### src/rtl/instr_sequencer.sv
// instr_sequencer: fetches 9-bit instruction words from a synchronous program
// ROM and issues them to the processor over the DIN/Run/Done handshake.
// mvi carries a second ROM word (the immediate). That word is placed on DIN
// after the Run pulse and held until Done is sampled.
//
// Handshake: Run is a single-cycle issue strobe with DIN = instruction word.
// From the next cycle the sequencer holds DIN stable and waits in WAIT_DONE.
// The first cycle in which Done is high completes the instruction. Done is
// ignored in every other state. The watchdog bounds the wait to TIMEOUT
// cycles, and a Done in the expiry cycle still counts as completion.
module instr_sequencer #(
  parameter int ADDR_W  = 5,
  parameter int TIMEOUT = 15
) (
  input  logic              Clock,
  input  logic              Reset,
  input  logic              Start,
  input  logic [8:0]        PData,
  input  logic              Done,
  output logic [ADDR_W-1:0] PAddr,
  output logic [8:0]        DIN,
  output logic              Run,
  output logic              Busy,
  output logic              Finished,
  output logic              Error,
  output logic [7:0]        InstrCount,
  output logic [2:0]        DbgState
);

  localparam int WD_W = $clog2(TIMEOUT + 1);

  typedef enum logic [2:0] {
    IDLE      = 3'd0,
    A_I       = 3'd1,
    D_I       = 3'd2,
    A_M       = 3'd3,
    D_M       = 3'd4,
    ISSUE     = 3'd5,
    WAIT_DONE = 3'd6,
    HALTED    = 3'd7
  } state_t;

  state_t            state_q, state_d;
  logic [ADDR_W-1:0] pc_q, pc_d;
  logic [8:0]        ir_q, ir_d;
  logic [8:0]        imm_q, imm_d;
  logic [8:0]        din_q, din_d;
  logic [WD_W-1:0]   wd_q, wd_d;
  logic [7:0]        cnt_q, cnt_d;
  logic              err_q, err_d;
  logic              eom_q, eom_d;

  logic       pc_at_max;
  logic [2:0] fetch_opc;
  logic       wd_expire;

  assign pc_at_max = (pc_q == {ADDR_W{1'b1}});
  assign fetch_opc = PData[8:6];
  assign wd_expire = (wd_q == WD_W'(TIMEOUT - 1));

  // State register
  always_ff @(posedge Clock) begin
    if (Reset) state_q <= IDLE;
    else       state_q <= state_d;
  end

  // Next-state logic: fetch, decode, issue and completion sequencing
  always_comb begin
    state_d = state_q;
    case (state_q)
      IDLE, HALTED: if (Start) state_d = A_I;
      A_I:          state_d = D_I;
      D_I: begin
        if (fetch_opc == 3'b111)      state_d = HALTED;
        else if (fetch_opc[2])        state_d = pc_at_max ? HALTED : A_I;
        else if (fetch_opc == 3'b011) state_d = pc_at_max ? HALTED : A_M;
        else                          state_d = ISSUE;
      end
      A_M:          state_d = D_M;
      D_M:          state_d = ISSUE;
      ISSUE:        state_d = WAIT_DONE;
      WAIT_DONE: begin
        if (Done)           state_d = eom_q ? HALTED : A_I;
        else if (wd_expire) state_d = HALTED;
      end
      default:      state_d = IDLE;
    endcase
  end

  // Output decode from the registered state only
  always_comb begin
    Run      = (state_q == ISSUE);
    Busy     = (state_q != IDLE) && (state_q != HALTED);
    Finished = (state_q == HALTED);
    DbgState = state_q;
  end

  // Datapath next values: PC, IR/IMM latches, DIN, watchdog, counters, flags
  always_comb begin
    pc_d  = pc_q;
    ir_d  = ir_q;
    imm_d = imm_q;
    din_d = din_q;
    wd_d  = wd_q;
    cnt_d = cnt_q;
    err_d = err_q;
    eom_d = eom_q;
    case (state_q)
      IDLE, HALTED: begin
        if (Start) begin
          pc_d  = '0;
          cnt_d = '0;
          err_d = 1'b0;
          eom_d = 1'b0;
        end
      end
      D_I: begin
        ir_d = PData;
        if (fetch_opc == 3'b111) begin
          // halt: PC stays on the halt word
        end else if (fetch_opc[2]) begin
          if (!pc_at_max) pc_d = pc_q + ADDR_W'(1);
        end else if (fetch_opc == 3'b011) begin
          // mvi needs a following word; none exists past the last address
          if (pc_at_max) err_d = 1'b1;
          else           pc_d  = pc_q + ADDR_W'(1);
        end else begin
          din_d = PData;
          if (pc_at_max) eom_d = 1'b1;
          else           pc_d  = pc_q + ADDR_W'(1);
        end
      end
      D_M: begin
        imm_d = PData;
        din_d = ir_q;
        if (pc_at_max) eom_d = 1'b1;
        else           pc_d  = pc_q + ADDR_W'(1);
      end
      ISSUE: begin
        wd_d  = '0;
        din_d = (ir_q[8:6] == 3'b011) ? imm_q : ir_q;
      end
      WAIT_DONE: begin
        if (Done) begin
          if (cnt_q != 8'hFF) cnt_d = cnt_q + 8'd1;
        end else if (wd_expire) begin
          err_d = 1'b1;
        end else begin
          wd_d = wd_q + WD_W'(1);
        end
      end
      default: ;
    endcase
  end

  // Datapath registers
  always_ff @(posedge Clock) begin
    if (Reset) begin
      pc_q  <= '0;
      ir_q  <= '0;
      imm_q <= '0;
      din_q <= '0;
      wd_q  <= '0;
      cnt_q <= '0;
      err_q <= 1'b0;
      eom_q <= 1'b0;
    end else begin
      pc_q  <= pc_d;
      ir_q  <= ir_d;
      imm_q <= imm_d;
      din_q <= din_d;
      wd_q  <= wd_d;
      cnt_q <= cnt_d;
      err_q <= err_d;
      eom_q <= eom_d;
    end
  end

  assign PAddr      = pc_q;
  assign DIN        = din_q;
  assign Error      = err_q;
  assign InstrCount = cnt_q;

endmodule

### config.mk
export PLATFORM = sky130hd
export DESIGN_NAME = instr_sequencer
export DESIGN_NICKNAME = d
export VERILOG_FILES = /design/src/rtl/instr_sequencer.sv
export SDC_FILE = /design/constraint.sdc
export NUM_CORES = 1
export LEC_CHECK = 0
export ABC_AREA = 1
export CORE_MARGIN = 3
export CORE_UTILIZATION = 30
export DETAILED_ROUTE_END_ITERATION = 8
export PLACE_DENSITY = 0.61
export SYNTH_ARGS = -nofsm -noshare
export SYNTH_HDL_FRONTEND = slang
export SYNTH_SLANG_ARGS = --single-unit
### constraint.sdc
create_clock -name Clock -period 2.1 [get_ports Clock]
set_clock_uncertainty 0.15 [all_clocks]
set_input_delay 0.315 -clock Clock [delete_from_list [all_inputs] [get_ports Clock]]
set_output_delay 0.315 -clock Clock [all_outputs]
set_load 0.01 [all_outputs]
* Word-level counts from Yosys, hierarchy flattened *
Cells that the tools add are included.

operators by class
  $add $sub $neg = 3
  equality and inequality tests = 26
  muxes and demuxes = 39
  reduce and logical (&&, ||, !) cells = 16

operators by type and width
  operator                                              number
  2-to-1 mux 9 bit                                      4
  2-to-1 mux 3 bit                                      9
  case mux 9 bit (3 select lines)                       1
  2-to-1 mux 8 bit                                      3
  != test 2 bit (second input constant)                 11
  case mux 3 bit (7 select lines)                       1
  case mux 8 bit (2 select lines)                       1
  equality test 3 bit (second input constant)           5
  2-to-1 mux 5 bit                                      3
  case mux 5 bit (3 select lines)                       1
  equality test 3 x 2 -> 1 bit (second input constant)  4
  nonzero test 3 bit                                    4
  2-to-1 mux 1 bit                                      11
  adder 8 x 1 -> 8 bit (second input constant)          1
  2-to-1 mux 4 bit                                      2
  != test 8 bit (second input constant)                 1
  case mux 4 bit (2 select lines)                       1
  AND reduction 4 bit                                   2
  AND reduction 8 bit                                   1
  != test 3 bit (second input constant)                 2
  case mux 1 bit (3 select lines)                       2
  AND reduction 3 bit                                   2
  adder 5 x 1 -> 5 bit (second input constant)          1
  equality test 5 bit (second input constant)           1
  9 further kinds                                       10

word-level totals
  bits in registers = 49
  output and inout port bits = 29
  logic and storage cells = 93

* Longest topological paths before layout *
Gate-level depths: netlist of the first run.

  depth after elaboration = 6
  depth in mapped cells = 12
  depth with buffers taken out = 10

* Least setup slack after synthesis of the first run *
No wires, ideal clock.

  path type = register to register
  from = register pc_q[0] (netlist: PAddr[0])
  to = register pc_q[0] (netlist: PAddr[0])
  setup time = 0.064 ns
  arrival = 1.430 ns
  data required time = 1.886 ns
  slack = 0.457 ns
  cell stages (with the launch flop) = 11
  path buffers = 0
  cell sequence = dfxtp_1 > ha_1 > nand2_1 > nor2_1 > ha_1 > inv_1 > a21oi_1 > nor2_2 > nand3_1 > nand2_1 > nor2_1

on the way
  cells in the longest elaborated chain, start to end = 4

ends and longest elaborated chain
  element                                                      RTL line  RTL
  start: declaration                                           44        logic [ADDR_W-1:0] pc_q, pc_d;
  start signal: assignment                                     168       pc_q <= pc_d;
  adder 5 x 1 -> 5 bit or equality test 5 bit (tied branches)  -
  2-to-1 mux 5 bit *                                           -
  2-to-1 mux 5 bit                                             119       if (fetch_opc == 3'b111) begin
  case mux 5 bit (3 select lines) *                            108       case (state_q)

Every way passes the cells marked *; elsewhere a longest branch is shown, timed or not. The select of a mux whose other input is x is not followed.
A chain may end at the register's enable or synchronous reset.

* Final worst setup path of the first run *
  from = register state_q[1] (netlist: DbgState[1])
  to = output port Run

on the way
  cells in the longest elaborated chain, start to end = 1

ends and longest elaborated chain
  element                   RTL line  RTL
  start: declaration        43        state_t state_q, state_d;
  start signal: assignment  64        else state_q <= state_d;
  equality test 3 bit       92        Run = (state_q == ISSUE);
  end: declaration          22        output logic Run,

No other way between the ends.

==> summary.md, run 1 <==
| Metric | Value |
|---|---|
| WP data required | about 1600 ps |
| Total power per unit cell area | approximately 680 nW/um^2 |
| Worst reg2reg path startpoint | PAddr[0]$_SDFFE_PP0P_ |
| Final number of setup-violating endpoints | 0 |
| DRC viols | 0 |
| Yosys cell types | 29 |
| Max-slew violations | 0 |
| Startpoint-to-endpoint class of the critical path | reg -> out |
| Class of the worst hold path | reg -> reg |
| Top cell type by total area after synthesis | dfxtp_1 |
| Number of antenna violations at the first check in global routing | 0 |
| Clk pin slew, worst setup/hold paths | around 90 ps |
| Core region area | around 8300 sq um |
| Remaining global-route overflow | 0 |
| Unrepaired setup endpoints after global routing | false |
| Crit path time final | between 1500 and 2000 ps |
| Critical path arrival | 1510 ps |
| Slew of the pin with the lowest slew margin | roughly 490 ps |
| Number of buffers created by CTS | 5 |
| Slew Limit Headroom | roughly two thirds |
| Ratio of cells with drive above 1 in the final layout | 8.35% |
| Place WS | 98.2 ps |
| Number of diodes added for antenna fixing | 0 |
| Post-synthesis instance area | about 2600 sq um |
| H-tree levels | 2 |
| DR iter-0 viols | ~110 |
| Endpoint, Worst Hold | DIN[8]$_SDFFE_PP0P_ |
| Number of flops mapped to enable cells by yosys | 0 |
| Mean cell area of the mapped netlist | approximately 6.5 sq um |
| Number of antenna-violating nets in the routed design | 0 |
| Vias after detailed routing | ~2600 |
| Global-route wire length before repair | between 10000 and 15000 um |
| Post-layout worst setup margin | between 100 and 150 ps |
| Drt wl/cell | 11.6 um |
| Maximum fanout along the worst path | 8 |
| Number of cells on the worst reg-to-reg path | 8 |
| Leakage power summed over all cells | around 1.3 nW |
| Setup repair bufs after CTS | 0 |
| GRT Overall Usage | a little over an eighth |
| Start point of the worst min-delay path | DIN[8]$_SDFFE_PP0P_ |
| Port buffer count | 41 |
| Achievable clock frequency | roughly 0.51 GHz |
| Global Route met2 Usage | 21.2% |
| Peak supply drop | between 0.3 and 0.4 mV |
| Source of the critical timing path | DbgState[1]$_SDFFE_PP0P_ |
| Asr flop ratio synth | 0% |
| CTS tree | done |
| Largest net degree at the start of global routing | 28 |
| Post-Route Utilization | about two fifths |
| Number of global-route vias before repair | approximately 2400 |
| Reported max-cap violation count | 0 |
| Die Area | 9840 sq um |
| Hold depth | 2 |
| Total routed wirelength | about 6400 um |
| Cell types occupying the most area after synthesis | dfxtp_1 38%, nand2_1 13%, nor2_1 8.8% |
| Portion of the clock cycle consumed by the worst path in the final layout | ~94% |
| Worst setup SP type | register |
| Effective utilization at floorplan | between 30% and 40% |
| Most used flip-flop cell after synthesis | dfxtp_1 |
| Layout overhead on the synthesized area | 24.8% |
| Standard-cell row count | 33 |
| Seq cells post-synth | 49 |
| Net count after synthesis | 419 |
| Drt via density | between 4 and 5 |
| Die Width | approximately 100 um |
| Root buffer cell | clkbuf_8 |
| Share of the yosys chip area belonging to registers | 37.7% |
| Net count, final | 461 |
| Vertical die dimension | just under 100 um |
| Clock network latency to the later pin of the worst-skew pair | ~320 ps |
| Post-synthesis cell count | 400 |
| Clock Tree Buf Depth | 2 |
| Result of the run | completed |
| Met1 layer usage reported by global route | 18.0% |
| Final-layout setup total negative slack | 0 ps |
| Capturing point of the worst reg2reg path | DbgState[1]$_SDFFE_PP0P_ |
| Num ports | 42 |
| Met3 layer usage reported by global route | between 2 and 3% |
| Share of the synthesized area in the top cell type | between 30% and 40% |
| Flop2flop setup slack | 240 ps |
| Setup crit end kind | primary output |
| First-pass detailed-route iteration total | 5 |
| Final hold violation count | 0 |
| Global-route layer with the greatest usage | met2 |
| Number of warnings printed during yosys synthesis | 0 |
| Clk sinks | 49 |
| Routability congestion estimate | 0.872 |
| Detailed-placement wirelength estimate | 4590 um |
==> Yosys cell counts, types with 2 or more instances <==
| cell | count |
|---|---|
| a21oi_1 | 40 |
| buf_2 | 6 |
| clkbuf_1 | 5 |
| dfxtp_1 | 49 |
| ha_1 | 6 |
| inv_1 | 40 |
| inv_2 | 7 |
| nand2_1 | 89 |
| nand2_2 | 3 |
| nand3_1 | 20 |
| nand4_1 | 2 |
| nor2_1 | 61 |
| nor2_2 | 3 |
| nor3_1 | 4 |
| o21ai_0 | 35 |
| o21ai_1 | 10 |
| o21bai_1 | 5 |
| xnor2_1 | 2 |
| xor2_1 | 3 |
==> final cells by class <==
cell class / count / area, sq um
Multi-Input combinational cell: 289 / 1380
Timing Repair Buffer: 49 / 473
Tap cell: 105 / 131
Clock inverter: 3 / 28.8
Sequential cell: 49 / 990
Fill cell: 898 / 5090
Inverter: 48 / 180
Clock buffer: 5 / 68.8
==> placed cells by master, fill, tap and decap left out <==
| cell type | netlist | routed |
|---|---|---|
| nand2_1 | 89 | 88 |
| nor2_1 | 61 | 61 |
| dfxtp_1 | 49 | 46 |
| inv_1 | 40 | 40 |
| a21oi_1 | 40 | 40 |
| clkdlybuf4s50_1 | 0 | 40 |
| o21ai_0 | 35 | 35 |
| nand3_1 | 20 | 19 |
| o21ai_1 | 10 | 10 |
| buf_4 | 1 | 8 |
| inv_2 | 7 | 7 |
| ha_1 | 6 | 6 |
| o21bai_1 | 5 | 5 |
| clkbuf_8 | 0 | 5 |
| nand2_2 | 3 | 4 |
| nor3_1 | 4 | 4 |
| nor2_2 | 3 | 3 |
| xor2_1 | 3 | 3 |
| dfxtp_4 | 0 | 2 |
| nand3_2 | 1 | 2 |
| xnor2_1 | 2 | 2 |
| nand4_1 | 2 | 2 |
| dfxtp_2 | 0 | 1 |
| clkinv_1 | 1 | 1 |
| nand3_4 | 1 | 1 |
| o22ai_1 | 1 | 1 |
| o211ai_1 | 1 | 1 |
| a21oi_2 | 1 | 1 |
| nand3b_1 | 1 | 1 |
| inv_8 | 0 | 1 |
| clkinv_4 | 0 | 1 |
| inv_6 | 0 | 1 |
| dlymetal6s2s_1 | 0 | 1 |
==> power breakdown <==
part | internal [W] | switching (W)
sequential | 0.00100 | 0.0000556
combinational | 0.000220 | 0.000318
clock | 0.000250 | 0.000354
==> through the flow <==
stage / hold WS, ps / cell area [sq um] / power (W) / std cells
2_1_floorplan: 281 / 2610 / 0.00141 / 400
3_3_place_gp: 298 / 3140 / 0.00161 / 540
3_5_place_dp: 307 / 3140 / 0.00162 / 540
4_1_cts: 321 / 3240 / 0.00223 / 548
5_1_grt: 352 / 3250 / 0.00234 / 548
6_report: 323 / 3250 / 0.00220 / 548
==> state kept, by name, indices dropped and copies added, names as in the netlist <==
register / cells
DbgState: 3
ir_q: 9
InstrCount: 8
wd_q: 4
DIN: 9
eom_q: 1
PAddr: 5
Error: 1
imm_q: 9
==> worst max path at each step <==
stage	to	slack (ps)	cells past startpoint
3_5_place_dp	DIN[0]$_SDFFE_PP0P_	100	9
6_report	Run	120	4
3_3_place_gp	Busy	180	5
2_1_floorplan	PAddr[0]$_SDFFE_PP0P_	460	10
4_1_cts	Run	7	4
5_1_grt	Error$_SDFFE_PP0P_	20	10
==> per-layer routing <==
layer / part of all wire, % / vias to the layer above
met3: 3.8 / 2
met4: 0.31 / 0
li1: - / 1364
met2: 45 / 59
met5: 0 / -
met1: 50 / 1145
==> critical path, cell delays in order, from the launching register on <==
cell and delay (ps):
dfxtp_4 390, inv_2 80, nand3_2 130, inv_1 80, clkdlybuf4s50_1 530
==> cells by family (layout without fill, tap and decap cells) <==
family / Yosys count / count (layout) / synth area share [%]
and+or+nand+nor: 185 / 185 / 29.5
AOI/OAI and AO/OA: 93 / 93 / 18.6
buffers and inverters: 62 / 105 / 9.65
DFF: 49 / 49 / 37.7
adders and majority gates: 6 / 6 / 2.88
xor gates and xnor gates: 5 / 5 / 1.68
==> what timing repair did <==
item	CTS	global route
endpoints found under the setup margin	2	2
hold buffers	0	0
gates resized for setup	6	2
No activity file was read; power rests on OpenSTA's default activity.
==> inputs of run 2 (changes only) <==
--- a/config.mk
+++ b/config.mk
@@ -7,9 +7,9 @@
 export LEC_CHECK = 0
 export ABC_AREA = 1
 export CORE_MARGIN = 3
-export CORE_UTILIZATION = 30
+export CORE_UTILIZATION = 53
 export DETAILED_ROUTE_END_ITERATION = 8
-export PLACE_DENSITY = 0.61
+export PLACE_DENSITY = 0.9
 export SYNTH_ARGS = -nofsm -noshare
 export SYNTH_HDL_FRONTEND = slang
 export SYNTH_SLANG_ARGS = --single-unit
==> constraint.sdc (replaced) <==
create_clock -name Clock -period 2.1 [get_ports Clock]
set_clock_uncertainty 0.15 [all_clocks]
set_input_delay 0.42 -clock Clock [delete_from_list [all_inputs] [get_ports Clock]]
set_output_delay 0.42 -clock Clock [all_outputs]
set_load 0.01 [all_outputs]
==> summary.md, run 2 (synthesized netlist as in run 1, its figures left out) <==
| Metric | Value |
|---|---|
| Result of the run | completed (unchanged) |
| Number of diodes added for antenna fixing | 0 (unchanged) |
| Worst setup SP type | register (unchanged) |
| Effective utilization at floorplan | 57.5% (was 31.2%) |
| Number of antenna violations at the first check in global routing | 0 (unchanged) |
| Unrepaired setup endpoints after global routing | false (unchanged) |
| Capturing point of the worst reg2reg path | Error$_SDFFE_PP0P_ (was DbgState[1]$_SDFFE_PP0P_) |
| Clk pin slew, worst setup/hold paths | 100 ps (was 90 ps) |
| Portion of the clock cycle consumed by the worst path in the final layout | 96.2% (was 94.2%) |
| Clk sinks | 49 (unchanged) |
| Number of antenna-violating nets in the routed design | 0 (unchanged) |
| Die Width | 76.1 um (was 99.2 um) |
| Cell area after placement | 3110 sq um (was 3140 sq um) |
| Detailed-placement wirelength estimate | 4640 um (was 4590 um) |
| Cell area after layout | 3250 sq um (about the same) |
| Number of gates given a new drive strength after cts | 7 (was 6) |
| Number of cells on the worst reg-to-reg path | 10 (was 8) |
| Core region area | 4530 sq um (was 8340 sq um) |
| Net count, final | 464 (was 461) |
| Critical path arrival | 1450 ps (was 1510 ps) |
| Global Route met2 Usage | 39.1% (was 21.2%) |
| Clock Tree Buf Depth | 2 (unchanged) |
| DRC viols | 0 (unchanged) |
| Drt via density | 5.32 (was 4.69) |
| Die Area | 5790 sq um (was 9840 sq um) |
| Endpoint, Worst Hold | imm_q[8]$_SDFFE_PP0N_ (was DIN[8]$_SDFFE_PP0P_) |
| WP data required | 1530 ps (was 1630 ps) |
| Total routed wirelength | 6590 um (was 6370 um) |
| Number of buffers inserted by hold repair at cts | 0 (unchanged) |
| Remaining global-route overflow | 0 (unchanged) |
| Reported net switching power | 0.000725 W (was 0.000728 W) |
| H-tree levels | 2 (unchanged) |
| Largest net degree at the start of global routing | 19 (was 28) |
| Fill cell instance count of the final layout | 372 (was 898) |
| Post-layout worst setup margin | 79.2 ps (was 121 ps) |
| Switching part of the total | 30.9% (was 33.1%) |
| Startpoint-to-endpoint class of the critical path | reg -> out (unchanged) |
| Worst reg2reg path startpoint | PAddr[0]$_SDFFE_PP0P_ (unchanged) |
| Class of the worst hold path | reg -> reg (unchanged) |
| Root buffer cell | clkbuf_8 (unchanged) |
| Clock network latency to the later pin of the worst-skew pair | 310 ps (was 320 ps) |
| Num ports | 42 (unchanged) |
| Setup repair bufs after CTS | 0 (unchanged) |
| Port buffer count | 41 (unchanged) |
| Combinational cell fraction of total power | 23.7% (was 24.4%) |
| Commonest non-fill, non-tap cell in the layout | nand2_1 (unchanged) |
| Total power per unit cell area | 722 nW/um^2 (was 677 nW/um^2) |
| Vertical die dimension | 76.1 um (was 99.2 um) |
| Maximum fanout along the worst path | 8 (unchanged) |
| DR iter-0 viols | 214 (was 107) |
| Hold depth | 2 (unchanged) |
| Layout overhead on the synthesized area | 24.6% (was 24.8%) |
| Flop2flop setup slack | 240 ps (about the same) |
| Routability congestion estimate | 0.944 (was 0.872) |
| Crit path time final | 2020 ps (was 1980 ps) |
| Met1 layer usage reported by global route | 28.5% (was 18.0%) |
| Slew Limit Headroom | 67.7% (was 67.4%) |
| Count of buffer and inverter cells on the critical path | 2 (was 3) |
| Peak supply drop | 0.412 mV (was 0.381 mV) |
| Clock power frac | 31.1% (was 27.4%) |
| CTS tree | done (unchanged) |
| Number of buffers created by CTS | 5 (unchanged) |
| GRT Overall Usage | 23.8% (was 13.0%) |
| Final hold violation count | 0 (unchanged) |
| Max-slew violations | 0 (unchanged) |
| Final-layout setup total negative slack | 0 ps (unchanged) |
| Library cell contributing the largest single delay on the critical path | clkdlybuf4s50_1 (unchanged) |
| Number of global-route vias before repair | 2618 (was 2363) |
| First-pass detailed-route iteration total | 5 (unchanged) |
| Global-route wire length before repair | 11500 um (was 10800 um) |
| CP max stage delay | 530 ps (about the same) |
| Final number of setup-violating endpoints | 0 (unchanged) |
| Standard-cell row count | 24 (was 33) |
| Met3 layer usage reported by global route | 6.26% (was 2.52%) |
| Reported max-cap violation count | 0 (unchanged) |
| Internal power component | 0.00162 W (was 0.00147 W) |
| Vias after detailed routing | 2721 (was 2570) |
| Cell type group with the largest total delay on the critical path | buffers and inverters (unchanged) |
| Start point of the worst min-delay path | imm_q[8]$_SDFFE_PP0N_ (was DIN[8]$_SDFFE_PP0P_) |
| Ratio of cells with drive above 1 in the final layout | 8.74% (was 8.35%) |
| Sequential share of power | 45.2% (was 48.1%) |
| Leakage power summed over all cells | 1.31 nW (was 1.28 nW) |
| Slew of the pin with the lowest slew margin | 483 ps (was 487 ps) |
| Leading cell types in the layout, fill and taps excluded | 89 x nand2_1, 61 x nor2_1, 46 x dfxtp_1, 40 x inv_1, 40 x a21oi_1 (was 88 x nand2_1, 61 x nor2_1, 46 x dfxtp_1) |
| Setup crit end kind | primary output (unchanged) |
| Place WS | 43.0 ps (was 98.2 ps) |
| Drt wl/cell | 12.9 um (was 11.6 um) |
| Achievable clock frequency | 0.495 GHz (was 0.505 GHz) |
| Critical path cell sequence | nand3_1 > inv_1 > clkdlybuf4s50_1 (was inv_2 > nand3_2 > inv_1 > clkdlybuf4s50_1) |
| Global-route layer with the greatest usage | met2 (unchanged) |
run 2: final cells by class:
cell class / count / area, sq um / area share (%)
sequential: 49 / 992 / 30.6
inverter: 48 / 180 / 5.55
timing repair buffer: 52 / 494 / 15.2
tap: 65 / 81.3 / 2.51
clock buffer: 6 / 82.6 / 2.54
multi-input combinational: 289 / 1380 / 42.4
clock inverter: 2 / 37.5 / 1.16
run 2: per-stage QoR:
step,total power [W],utilization [%],hold WS [ps],cells
finish,0.00234,71.6,309,511
global route,0.00246,71.6,341,511
CTS,0.00235,71.5,307,511
detailed placement,0.00163,68.5,293,503
global placement,0.00161,68.5,291,503
floorplan,0.00141,-,281,400
run 2: worst register-to-register path, stage by stage (launching register included):
cell     delay [ps]
dfxtp_1         430
ha_1            220
nand2_1          70
nor2_1          140
ha_1            220
nand3_1          90
nand2_1          60
nand2_1          50
nor2_1          140
nand3_1         100
a21oi_1         130
run 2: how the worst max path moves through the flow:
stage | start | end | slack [ps] | cells after the start
final | DbgState[1]$_SDFFE_PP0P_ | Finished | 80 | 3
after floorplan | PAddr[0]$_SDFFE_PP0P_ | PAddr[0]$_SDFFE_PP0P_ | 460 | 10
after detailed placement | PData[6] | DIN[4]$_SDFFE_PP0P_ | 40 | 9
after CTS | DbgState[1]$_SDFFE_PP0P_ | Run | 20 | 4
after global placement | PData[7] | DIN[1]$_SDFFE_PP0P_ | 120 | 9
after global routing | DbgState[1]$_SDFFE_PP0P_ | Finished | 8 | 3
run 2: power groups by stage:
stage                     clock network [W]  logic [W]  registers (W)
final                              0.000729   0.000556        0.00106
after floorplan                           0   0.000324        0.00108
after detailed placement                  0   0.000549        0.00108
after global routing               0.000771   0.000618        0.00107
after global placement                    0   0.000536        0.00107
after CTS                          0.000738   0.000552        0.00106
run 2: layer usage:
layer	part of all wire [%]	routed length, um
met5	0	0
met4	2.8	182
met3	6.2	411
met2	47	3070
met1	44	2920
